## src/rtl/bp_pkg.sv

```systemverilog
// Shared constants, encodings and the PHT counter update for the branch predictor
// update path.
package bp_pkg;

  localparam int BTB_DEPTH   = 1024;
  localparam int PHT_DEPTH   = 256;
  localparam int BTB_IDX_W   = 10;
  localparam int PHT_IDX_W   = 8;
  localparam int GHR_W       = 8;
  localparam int BTB_ENTRY_W = 66;

  localparam int BTB_VALID_BIT = 65;
  localparam int BTB_TYPE_BIT  = 64;
  localparam int BTB_ADDR_MSB  = 63;
  localparam int BTB_ADDR_LSB  = 32;
  localparam int BTB_TGT_MSB   = 31;
  localparam int BTB_TGT_LSB   = 0;

  typedef enum logic [1:0] {
    PHT_SNT = 2'd0,
    PHT_WNT = 2'd1,
    PHT_WT  = 2'd2,
    PHT_ST  = 2'd3
  } pht_state_e;

  typedef enum logic {
    ST_SWEEP = 1'b0,
    ST_RUN   = 1'b1
  } ctrl_state_e;

  function automatic logic [1:0] pht_sat_update(input logic [1:0] old, input logic taken);
    logic [1:0] nxt;
    nxt = old;
    if (taken) begin
      if (old != PHT_ST) nxt = old + 2'd1;
      else               nxt = old;
    end else begin
      if (old != PHT_SNT) nxt = old - 2'd1;
      else                nxt = old;
    end
    return nxt;
  endfunction

endpackage

```

## src/rtl/bp_sweep_cnt.sv

```systemverilog
// Invalidation sweep counter: counts 0..BTB_DEPTH-1 once, then holds with the
// done bit set until restarted.
module bp_sweep_cnt
  import bp_pkg::*;
(
  input  logic                 i_clk,
  input  logic                 i_rst_n,
  input  logic                 i_en,
  input  logic                 i_restart,
  output logic [BTB_IDX_W-1:0] o_cnt,
  output logic                 o_last
);

  logic [BTB_IDX_W:0] r_cnt;

  // Sweep index; the extra MSB is the done flag that freezes the count.
  always_ff @(posedge i_clk or negedge i_rst_n) begin
    if (!i_rst_n) begin
      r_cnt <= '0;
    end else if (i_restart) begin
      r_cnt <= '0;
    end else if (i_en && !r_cnt[BTB_IDX_W]) begin
      r_cnt <= r_cnt + (BTB_IDX_W+1)'(1);
    end else begin
      r_cnt <= r_cnt;
    end
  end

  assign o_cnt  = r_cnt[BTB_IDX_W-1:0];
  assign o_last = (r_cnt == (BTB_IDX_W+1)'(BTB_DEPTH - 1));

endmodule

```

## src/rtl/bp_update_ctrl.sv

```systemverilog
// Branch predictor table write sequencer: post-reset/on-demand invalidation sweep,
// GHR ownership, and a 2-stage PHT read-modify-write with same-index forwarding.
module bp_update_ctrl
  import bp_pkg::*;
(
  input  logic                   clk,
  input  logic                   resetn,
  input  logic                   clr_req,
  input  logic                   upd_valid,
  output logic                   upd_ready,
  input  logic [31:0]            upd_pc,
  input  logic                   upd_cond,
  input  logic                   upd_taken,
  input  logic [31:0]            upd_target,
  output logic                   btb_we,
  output logic [BTB_IDX_W-1:0]   btb_waddr,
  output logic [BTB_ENTRY_W-1:0] btb_wdata,
  output logic                   pht_re,
  output logic [PHT_IDX_W-1:0]   pht_raddr,
  input  logic [1:0]             pht_rdata,
  output logic                   pht_we,
  output logic [PHT_IDX_W-1:0]   pht_waddr,
  output logic [1:0]             pht_wdata,
  output logic [GHR_W-1:0]       ghr,
  output logic                   busy
);

  ctrl_state_e          r_state;
  logic [GHR_W-1:0]     r_ghr;
  logic                 r_s1_valid;
  logic                 r_s1_cond;
  logic                 r_s1_taken;
  logic [31:0]          r_s1_pc;
  logic [31:0]          r_s1_target;
  logic [PHT_IDX_W-1:0] r_s1_idx;
  logic                 r_fwd_hit;
  logic [1:0]           r_fwd_data;

  logic [BTB_IDX_W-1:0] w_cnt;
  logic                 w_last;
  logic                 w_accept;
  logic [PHT_IDX_W-1:0] w_pht_idx;
  logic [1:0]           w_old;
  logic [1:0]           w_new;

  bp_sweep_cnt u_sweep_cnt (
    .i_clk     (clk),
    .i_rst_n   (resetn),
    .i_en      (r_state == ST_SWEEP),
    .i_restart (clr_req),
    .o_cnt     (w_cnt),
    .o_last    (w_last)
  );

  assign upd_ready = (r_state == ST_RUN) && !clr_req;
  assign w_accept  = upd_valid && upd_ready;
  assign w_pht_idx = r_ghr ^ upd_pc[9:2];
  assign pht_re    = w_accept && upd_cond;
  assign pht_raddr = w_pht_idx;
  // The RAM cannot see the write landing in the same cycle as its read.
  assign w_old     = r_fwd_hit ? r_fwd_data : pht_rdata;
  assign w_new     = pht_sat_update(w_old, r_s1_taken);
  assign ghr       = r_ghr;
  assign busy      = (r_state == ST_SWEEP);

  // Table write port mux: sweep clears, otherwise the S1 stage retires its update.
  always_comb begin
    btb_we    = 1'b0;
    btb_waddr = '0;
    btb_wdata = '0;
    pht_we    = 1'b0;
    pht_waddr = '0;
    pht_wdata = 2'b00;
    if (!resetn) begin
      btb_we = 1'b0;
    end else if (r_state == ST_SWEEP) begin
      btb_we    = 1'b1;
      btb_waddr = w_cnt;
      pht_we    = (w_cnt < BTB_IDX_W'(PHT_DEPTH));
      pht_waddr = w_cnt[PHT_IDX_W-1:0];
    end else if (r_s1_valid) begin
      btb_we    = 1'b1;
      btb_waddr = r_s1_pc[11:2];
      btb_wdata = {1'b1, r_s1_cond, r_s1_pc, r_s1_target};
      pht_we    = r_s1_cond;
      pht_waddr = r_s1_idx;
      pht_wdata = w_new;
    end else begin
      btb_we = 1'b0;
    end
  end

  // Control FSM, GHR and the S1 update stage.
  always_ff @(posedge clk or negedge resetn) begin
    if (!resetn) begin
      r_state     <= ST_SWEEP;
      r_ghr       <= '0;
      r_s1_valid  <= 1'b0;
      r_s1_cond   <= 1'b0;
      r_s1_taken  <= 1'b0;
      r_s1_pc     <= '0;
      r_s1_target <= '0;
      r_s1_idx    <= '0;
      r_fwd_hit   <= 1'b0;
      r_fwd_data  <= 2'b00;
    end else begin
      r_s1_valid <= w_accept;
      r_fwd_hit  <= w_accept && upd_cond && r_s1_valid && r_s1_cond && (w_pht_idx == r_s1_idx);
      r_fwd_data <= w_new;
      if (w_accept) begin
        r_s1_cond   <= upd_cond;
        r_s1_taken  <= upd_taken;
        r_s1_pc     <= upd_pc;
        r_s1_target <= upd_target;
        r_s1_idx    <= w_pht_idx;
      end
      if (clr_req) begin
        r_state <= ST_SWEEP;
        r_ghr   <= '0;
      end else begin
        if (w_accept && upd_cond) r_ghr <= {r_ghr[GHR_W-2:0], upd_taken};
        case (r_state)
          ST_SWEEP: if (w_last) r_state <= ST_RUN;
          ST_RUN:   r_state <= ST_RUN;
          default:  r_state <= ST_SWEEP;
        endcase
      end
    end
  end

endmodule

```

## config.mk

```make
export PLATFORM = sky130hd
export DESIGN_NAME = bp_update_ctrl
export DESIGN_NICKNAME = d
export VERILOG_FILES = /design/src/rtl/bp_pkg.sv /design/src/rtl/bp_sweep_cnt.sv /design/src/rtl/bp_update_ctrl.sv
export SDC_FILE = /design/constraint.sdc
export NUM_CORES = 1
export LEC_CHECK = 0
export ABC_AREA = 1
export BUFFER_PORTS_ARGS = -buffer_cell sky130_fd_sc_hd__buf_2
export CORE_AREA = 3 3 101 103
export CTS_BUF_LIST = sky130_fd_sc_hd__clkbuf_8
export DETAILED_ROUTE_END_ITERATION = 10
export DIE_AREA = 0 0 104 106
export PLACE_DENSITY = 0.95
export SYNTH_ARGS = -nofsm -noshare
export SYNTH_HDL_FRONTEND = slang
export SYNTH_HIERARCHICAL = 1
export SYNTH_SLANG_ARGS = --single-unit
```

## constraint.sdc

```tcl
create_clock -name clk -period 4.77 [get_ports clk]
set_input_delay 0.477 -clock clk [delete_from_list [all_inputs] [get_ports clk]]
set_output_delay 0.477 -clock clk [all_outputs]
set_load 0.02 [all_outputs]
```

Yosys cells after proc, flatten, opt, wreduce, memory -nomap -nowiden. Cells that the tools add are included.

Register bits after elaboration: 98. Output and inout bits: 107. Logic and storage cells: 61.

Add/sub/neg operators: 3. Magnitude comparators: 1. Eq/ne operators: 3. Mux-type cells: 29. Bitwise logic cells: 2. Reduce and logical (&&, ||, !) cells: 12.

Operators by type and width (count): 2-to-1 mux 66 bit (3); 2-to-1 mux 8 bit (5); 2-to-1 mux 10 bit (3); 2-to-1 mux 11 bit (2); 2-to-1 mux 2 bit (7); adder 11 x 1 -> 11 bit (second input constant) (1); equality test 11 x 10 -> 1 bit (second input constant) (1); < comparator 10 x 9 -> 1 bit (second input constant) (1); equality test 8 bit (1); 2-to-1 mux 1 bit (8); bitwise XOR 8 bit (1); logical AND 1 bit (7); nonzero test 2 bit (3); adder 2 x 1 -> 2 bit (second input constant) (1); zero test 1 bit (2); inequality test 2 bit (second input constant) (1); case mux 1 bit (2 select lines) (1); subtractor 2 x 1 -> 2 bit (second input constant) (1); NOT 1 bit (1).

Depth between registers and ports, before layout. Gate-level depths: netlist of run 1.

Depth in word-level cells: 7. Depth in mapped cells: 8. Depth with buffers taken out: 8.

Modules after synthesis. The synthesis of run 1 kept the hierarchy.

By module, submodules not included: bp_update_ctrl (times used 1, cells each 566, area each 4282.9 µm², seq. area each 2177.1 µm²); bp_sweep_cnt (times used 1, cells each 96, area each 720.7 µm², seq. area each 275.3 µm²).

Worst setup path before layout of run 1. No wires, ideal clock.

Path kind: reg2out. Start: register r_state. End: output pht_we. Data arrival time: 1.449 ns. Data required time: 4.293 ns. Setup slack: 2.844 ns. Stages on the path, launching flop included: 4. Buffers on the path: 1. Path through: dfrtp_1 > clkbuf_2 > or2_2 > o32ai_1.

Longest elaborated chain between the ends: 2.

Ends and longest elaborated chain: from (decl) (line bp_update_ctrl.sv:28) `ctrl_state_e r_state;`; from (signal assigned) (line bp_update_ctrl.sv:96) `r_state <= ST_SWEEP;`; from (signal assigned) (line bp_update_ctrl.sv:118) `r_state <= ST_SWEEP;`; from (signal assigned) (line bp_update_ctrl.sv:123) `ST_SWEEP: if (w_last) r_state <= ST_RUN;`; 2-to-1 mux 1 bit (line bp_update_ctrl.sv:76) `end else if (r_state == ST_SWEEP) begin`; 2-to-1 mux 1 bit (line bp_update_ctrl.sv:74) `if (!resetn) begin`; to (decl) (line bp_update_ctrl.sv:21) `output logic pht_we,`.

No other way between the ends.

Final worst setup path of run 1.
Start: register r_s1_valid. End: output pht_wdata[0].

Longest elaborated chain between the ends: 3.

Ends and longest elaborated chain: from (decl) (line bp_update_ctrl.sv:30) `logic r_s1_valid;`; from (signal assigned) (line bp_update_ctrl.sv:107) `r_s1_valid <= w_accept;`; 2-to-1 mux 2 bit (line bp_update_ctrl.sv:81) `end else if (r_s1_valid) begin`; 2-to-1 mux 2 bit (line bp_update_ctrl.sv:76); 2-to-1 mux 2 bit (line bp_update_ctrl.sv:74); to (decl) (line bp_update_ctrl.sv:23) `output logic [1:0] pht_wdata,`.

No other way between the ends.

==> results by group, run 1 <==
CTS
  • Clk pin slew, worst setup/hold paths: ~90 ps
  • # clock sinks: a little under 100
  • CTS resizes: 0
  • Clock Latency Late Sink: between 300 and 400 ps
  • Root Buffer: clkbuf_8
  • Clock H-tree levels: 3
  • Clock buffer depth: 2
  • Clock buffer count from CTS: 9
  • CTS Hold Bufs: 0
  • Post-CTS setup buffer count: 0
  • TritonCTS clock tree: built

STA
  • Max Freq: 324.6 MHz
  • RSZ-0062 raised after global routing: false
  • Finish-stage setup viols: 0
  • Final Hold Slack: 108.9 ps
  • Setup Skew: 11.14 ps
  • Fin crit period: 3081 ps
  • Slew Viols, Final: 0
  • Final Hold Vio Count: 0
  • Worst Tran Pin Value: 1059 ps
  • Max-slew headroom: 0.2939
  • Tcrit/Tclk final: 0.6458
  • Final setup TNS: 0 ps

Final layout
  • Design Area, Final: ~6000 um^2
  • Finished Core Util: 0.6454
  • ANT cells: 0
  • Most frequent cells in the layout: buf_2 (177), nand2_1 (144), inv_1 (112)
  • # nets final: 887
  • Most common cell after layout, fill and taps aside: buf_2
  • Area added between synthesis and finish: 19.75%
  • Layout cells sized above 1: 0.2552

Worst setup path
  • Register-to-register setup slack: 2140 ps
  • Critical Path Fanout Max: 38
  • Crit. End Element: primary output
  • Critical path startpoint category: flop
  • Reg-to-Reg Start: r_state$_DFF_PN0_
  • Worst Path Arrival: 2600 ps
  • CP Class: reg2out
  • R2R cell count: 4
  • Critical R2R Capture: r_s1_target[15]$_DFFE_PN0P_
  • Worst setup path end: pht_wdata[0]
  • Required time of the critical path: 4290 ps
  • Worst setup startpoint: r_s1_valid$_DFF_PN0_

Synthesis
  • Register area share after synthesis: 0.4901
  • Yosys top cell by area: dfrtp_1
  • Avg Cell Area, Syn: 7.558 um^2
  • Synth Cell Area: around 5000 um^2
  • Syn nets: around 740
  • Register bit total from synthesis: 98
  • Area contributors post-synth: dfrtp_1 (49%), nand2_1 (11%), o21ai_0 (8.7%)
  • Synth unique cells: 30
  • Synth Instances: 662
  • Top cell type's share of synthesized area: 0.4901
  • Yosys warning count: 6

Run status
  • Status: complete, no violations

Route
  • DR pass1 iterations: 5
  • WL/cell: roughly 13 um
  • Vias per cell: ~4.9
  • Via Count: 4,683
  • Post-Route WL: 12,570 um
  • Residual DRC: 0
  • Iter 0 DRT Violations: 382
  • DRT antenna net count: 0

Floorplan
  • Die area: 11,020 um^2
  • Die W: 104 um
  • Die H: roughly 110 um
  • Total core area: 9284 um^2
  • Io pins: ~180
  • Standard-cell row count: 35
  • Initial Utilization: 0.5389

Power
  • Cell Pwr Density: 267.9 nW/um^2
  • Worst-case vdd ir drop: 0.1465 mV
  • Leakage dissipation: between 3 and 4 nW
  • Power, Total: about 1.6 mW

Global routing
  • Overflow left after global routing: 0
  • Vias in the first global route: 4,381
  • Largest net degree at the start of global routing: 100
  • Initial antenna violation count: 0
  • First-pass GRT wire length: 20,730 um
  • GRT Util Overall: 0.2280

Job
  • Max-cap violation count: 0

Placed design
  • RePlAce Congestion: roughly 0.9
  • Port bufs: 178
  • Final HPWL DP: between 9000 and 10,000 um
  • Placed cell area: 5797 um^2

Min path
  • Hold Path Class: in2async
-- synthesized netlist by cell type --
| cell | number |
|---|---|
| nand2_1 | 144 |
| inv_1 | 110 |
| nor2_1 | 103 |
| dfrtp_1 | 98 |
| o21ai_0 | 87 |
| nand3_1 | 25 |
| a21oi_1 | 23 |
| buf_6 | 11 |
| buf_4 | 10 |
| clkbuf_1 | 10 |
| buf_2 | 7 |
| o21ai_1 | 7 |
| nand3_2 | 3 |
| nand4_1 | 3 |
| nor2_4 | 3 |
| xor2_1 | 3 |
| nor3_1 | 2 |
| a31o_2 | 1 |
| a41oi_1 | 1 |
| and2_1 | 1 |
| clkbuf_2 | 1 |
| clkbuf_8 | 1 |
| ha_1 | 1 |
| inv_2 | 1 |
| inv_4 | 1 |
| nand2_2 | 1 |
| nand3_4 | 1 |
| nor2_2 | 1 |
| o32ai_1 | 1 |
| or2_2 | 1 |
-- logic make-up after synthesis --
group / after synthesis / synth area share
and+or+nand+nor: 288 / 0.2373
buffers and inverters: 152 / 0.1425
xor gates and xnor gates: 3 / 0.005252
DFF: 98 / 0.4901
adders and majority gates: 1 / 0.002500
AOI/OAI and AO/OA: 120 / 0.1223
-- registers in the layout, indices dropped and copies added, names as in the netlist --
register and flops:
r_s1_taken 1, u_sweep_cnt/r_cnt 11, r_s1_cond 1, ghr 8, r_state 1, r_s1_valid 1
r_s1_idx 8, r_s1_pc 32, r_fwd_hit 1, r_fwd_data 2, r_s1_target 32
-- power by group --
group	switching [mW]	total, mW	leakage (nW)	internal, mW
logic	0.105	0.165	2.33	0.0602
registers	0.0249	0.910	1.10	0.885
clock network	0.287	0.530	0.0960	0.243
total	0.417	1.61	3.53	1.19
-- worst min-delay path by stage --
stage,to,from,slack [ps]
after detailed placement,r_s1_pc[10]$_DFFE_PN0P_,resetn,510
after global routing,r_s1_idx[6]$_DFFE_PN0P_,resetn,140
final,r_s1_idx[6]$_DFFE_PN0P_,resetn,110
after CTS,r_s1_target[13]$_DFFE_PN0P_,resetn,110
after floorplan,ghr[0]$_DFFE_PN0P_,resetn,180
after global placement,u_sweep_cnt/r_cnt[7]$_DFFE_PN0P_,resetn,500
-- metal layers --
metal / vias to the layer above / global-route usage / wire length, um
li1: 2319 / - / -
met5: - / 0 / 0
met4: 0 / 0.05983 / 166
met3: 15 / 0.03582 / 942
met2: 200 / 0.3737 / 5928
met1: 2149 / 0.3179 / 5531
-- worst max-delay path, cell delays in order, from the launching register on --
cell and delay (ps):
dfrtp_1 760, nand3_2 630, buf_4 470, inv_1 100
and2_1 120, buf_2 150
-- stage by stage --
stage	std cells	setup WS (ps)
finish	948	1689
global route	948	1442
CTS	948	1673
detailed placement	932	1830
global placement	932	1871
floorplan	662	2844
-- final cells by class --
class                      count  area (um^2)
tap                          129        161.4
fill                         820         3292
inverter                     112        424.2
clock buffer                   9        123.9
clock inverter                 7        71.32
sequential                    98         2452
multi-input combinational    412         1843
timing repair buffer         181        915.9
Note: power is estimated with default switching activity, not from simulation.
==> run 2, diff against run 1 <==
- ABC_AREA: 1 -> 0
- CORE_AREA: 3 3 101 103 -> 3 3 109 111
- DIE_AREA: 0 0 104 106 -> 0 0 112 114
- PLACE_DENSITY: 0.95 -> 0.89
- clock period: 4.77 -> 2.5 ns (I/O delays scaled with it)
==> run 2 against run 1 <==
Worst setup slack lost 1500 ps; clock skew grew 1.7 ps; via count is 19% lower; hold slack about the same; register-to-register slack worse by 1600 ps; global-route usage is 3.4 points lower; power rose by 100%; count of clock-buffer cells in the layout is 2 higher; sequential share of layout area fell by 2.2 points; non-clock buffer count increased by 5; combinational power rose by 80%; die area up 16%; critical endpoint is now pht_wdata[1]; largest power group unchanged.
==> results by group, run 2 <==
Worst setup path
  • Register-to-register setup slack: around 500 ps
  • R2R cell count: 4
  • Reg-to-Reg Start: r_state$_DFF_PN0_
  • Critical R2R Capture: u_sweep_cnt/r_cnt[7]$_DFFE_PN0P_
  • Critical Path Fanout Max: 47
  • CP Class: reg2out
  • Crit. End Element: primary output
  • Required time of the critical path: 2250 ps
  • Critical path startpoint category: flop
  • Worst Path Arrival: 2030 ps

STA
  • Final setup TNS: 0 ps
  • Max-slew headroom: 0.4122
  • Setup Skew: 12.86 ps
  • Final Hold Vio Count: 0
  • Worst Tran Pin Value: 881.7 ps
  • Tcrit/Tclk final: 0.9106
  • Fin crit period: 2277 ps
  • Finish-stage setup viols: 0
  • Max Freq: 439.3 MHz
  • RSZ-0062 raised after global routing: false
  • Fin worst setup slack: 223.5 ps
  • Slew Viols, Final: 0

Route
  • Iter 0 DRT Violations: 208
  • DRT antenna net count: 0
  • Residual DRC: 0
  • Vias per cell: 5.118
  • Via Count: 3,813
  • Post-Route WL: 12,210 um
  • WL/cell: 16.39 um
  • DR pass1 iterations: 5

CTS
  • Clock H-tree levels: 3
  • Clk pin slew, worst setup/hold paths: 100 ps
  • # clock sinks: 98
  • Clock buffer depth: 2
  • CTS Hold Bufs: 1
  • Clock buffer count from CTS: 9
  • Post-CTS setup buffer count: 0
  • CTS resizes: 0
  • Clock Latency Late Sink: 360 ps
  • TritonCTS clock tree: built
  • Root Buffer: clkbuf_8

Global routing
  • First-pass GRT wire length: between 15,000 and 20,000 um
  • Vias in the first global route: 3,994
  • Overflow left after global routing: 0
  • Largest net degree at the start of global routing: 73
  • Initial antenna violation count: 0
  • GRT Util Overall: 0.1944

Min path
  • End of the worst hold path: r_s1_target[5]$_DFFE_PN0P_
  • Hold Path Origin: upd_target[5]
  • Hold Crit Depth: 2
  • Hold Path Class: in2reg

Final layout
  • ANT cells: 0
  • Filler cells: 901
  • Most common cell after layout, fill and taps aside: buf_2
  • Largest registers: r_s1_pc (32), r_s1_target (32), u_sweep_cnt/r_cnt (11)
  • # nets final: ~670
  • Layout cells sized above 1: 0.4645
  • Area added between synthesis and finish: 23.29%
  • Most frequent cells in the layout: buf_2 (177), dfrtp_1 (98), and2_1 (66)
  • Non-filler instance count after layout: approximately 750

Run status
  • Status: complete, no violations

Synthesis
  • Register bit total from synthesis: 98
  • Synth Area in XOR/XNOR: 0.04951
  • Syn nets: 509
  • Post-Synth Simple-Gate Area: 0.1712
  • Adder-cell share of the synthesized area: 0.002439
  • Synth Instances: 436
  • Synth unique cells: 45
  • Asr flop ratio synth: 1.000
  • Area contributors post-synth: dfrtp_1 (48%), mux2_4 (11%), and2_1 (8.0%)
  • Yosys warning count: 6
  • Yosys top cell by area: dfrtp_1
  • Register area share after synthesis: 0.4780
  • EDFF count, synth: 0
  • Synth Flop Type: dfrtp_1
  • Top cell type's share of synthesized area: 0.4780
  • Most common cell in the synthesized netlist: dfrtp_1
  • Commonest cells in the netlist: dfrtp_1 (98), and2_1 (66), nand2_1 (47)
  • Complex-gate fraction of the synthesized area: 0.06073
  • Main combinational cell family by area after synthesis: multiplexers
  • Avg Cell Area, Syn: 11.77 um^2
  • Synth Cell Area: 5130 um^2
  • Post-synthesis mux area share: 0.1883

Placed design
  • Dpl cells: 728
  • Placement Setup Slack: 554.8 ps
  • Port bufs: 178
  • Final HPWL DP: 8988 um
  • RePlAce Congestion: 0.8082

Floorplan
  • Standard-cell row count: 38
  • Io pins: 179
  • Die area: between 10,000 and 15,000 um^2
  • Die W: 112 um
  • Initial Utilization: 0.4712
  • Total core area: roughly 11,000 um^2
  • Die H: 114 um

Power
  • Leakage dissipation: 3.499 nW
  • Worst-case vdd ir drop: roughly 0.34 mV
  • Cell Pwr Density: 514.7 nW/um^2

Job
  • Max-cap violation count: 0
[run 2: worst max-delay path: stages, from the launching register on]
cell and delay [ps]:
dfrtp_1 550, and3_2 520, buf_12 240, a21boi_1 170
buf_2 180
[run 2: final cells by class]
class                           count  area, um^2  share of cell area
Tap cell                          140       175.2             0.02770
Timing Repair Buffer              186       993.5              0.1571
Clock inverter                      5       100.1             0.01583
Clock buffer                       11       151.4             0.02394
Inverter                            8       30.03            0.004748
Sequential cell                    98        2452              0.3877
Multi-Input combinational cell    297        2422              0.3830
[run 2: kinds of logic (layout without fill, tap and decap cells)]
logic type                 Yosys count  after routing
muxes                               74             74
AOI/OAI and AO/OA                   49             49
and+or+nand+nor                    155            155
buffers and inverters               41            210
DFF                                 98             98
xor gates and xnor gates            18             18
adders and majority gates            1              1
[run 2: routing by layer]
| layer | up-vias | GRT usage | wire, um |
|---|---|---|---|
| li1 | 1799 | - | - |
| met1 | 1862 | 0.2459 | 4981 |
| met2 | 128 | 0.3269 | 6215 |
| met3 | 24 | 0.03607 | 727 |
| met4 | 0 | 0.08734 | 284 |
| met5 | - | 0 | 0 |
[run 2: how the worst max path moves through the flow]
stage	slack (ps)	cells past startpoint	startpoint	end
floorplan	780	6	r_state$_DFF_PN0_	u_sweep_cnt/r_cnt[3]$_DFFE_PN0P_
global placement	670	4	r_state$_DFF_PN0_	pht_wdata[1]
detailed placement	550	4	r_state$_DFF_PN0_	pht_wdata[1]
CTS	140	4	r_state$_DFF_PN0_	pht_wdata[1]
global route	40	4	r_state$_DFF_PN0_	pht_wdata[1]
finish	220	4	r_state$_DFF_PN0_	pht_wdata[1]
[run 2: stage by stage]
stage          instance area (um^2)  utilization  power, mW  hold WS (ps)
2_1_floorplan                  5130            -      1.891        -45.59
3_3_place_gp                   6063       0.5569      2.020         344.5
3_5_place_dp                   6063       0.5569      2.041         366.2
4_1_cts                        6325       0.5809      3.301         84.19
5_1_grt                        6325       0.5809      3.400         79.94
6_report                       6325       0.5809      3.256         109.1
[run 2: report_power, final]
group | switching, mW | leakage (nW) | total (mW) | internal, mW
sequential | 0.0518 | 1.33 | 1.71 | 1.66
clock | 0.530 | 0.129 | 1.25 | 0.716
combinational | 0.136 | 2.04 | 0.297 | 0.161
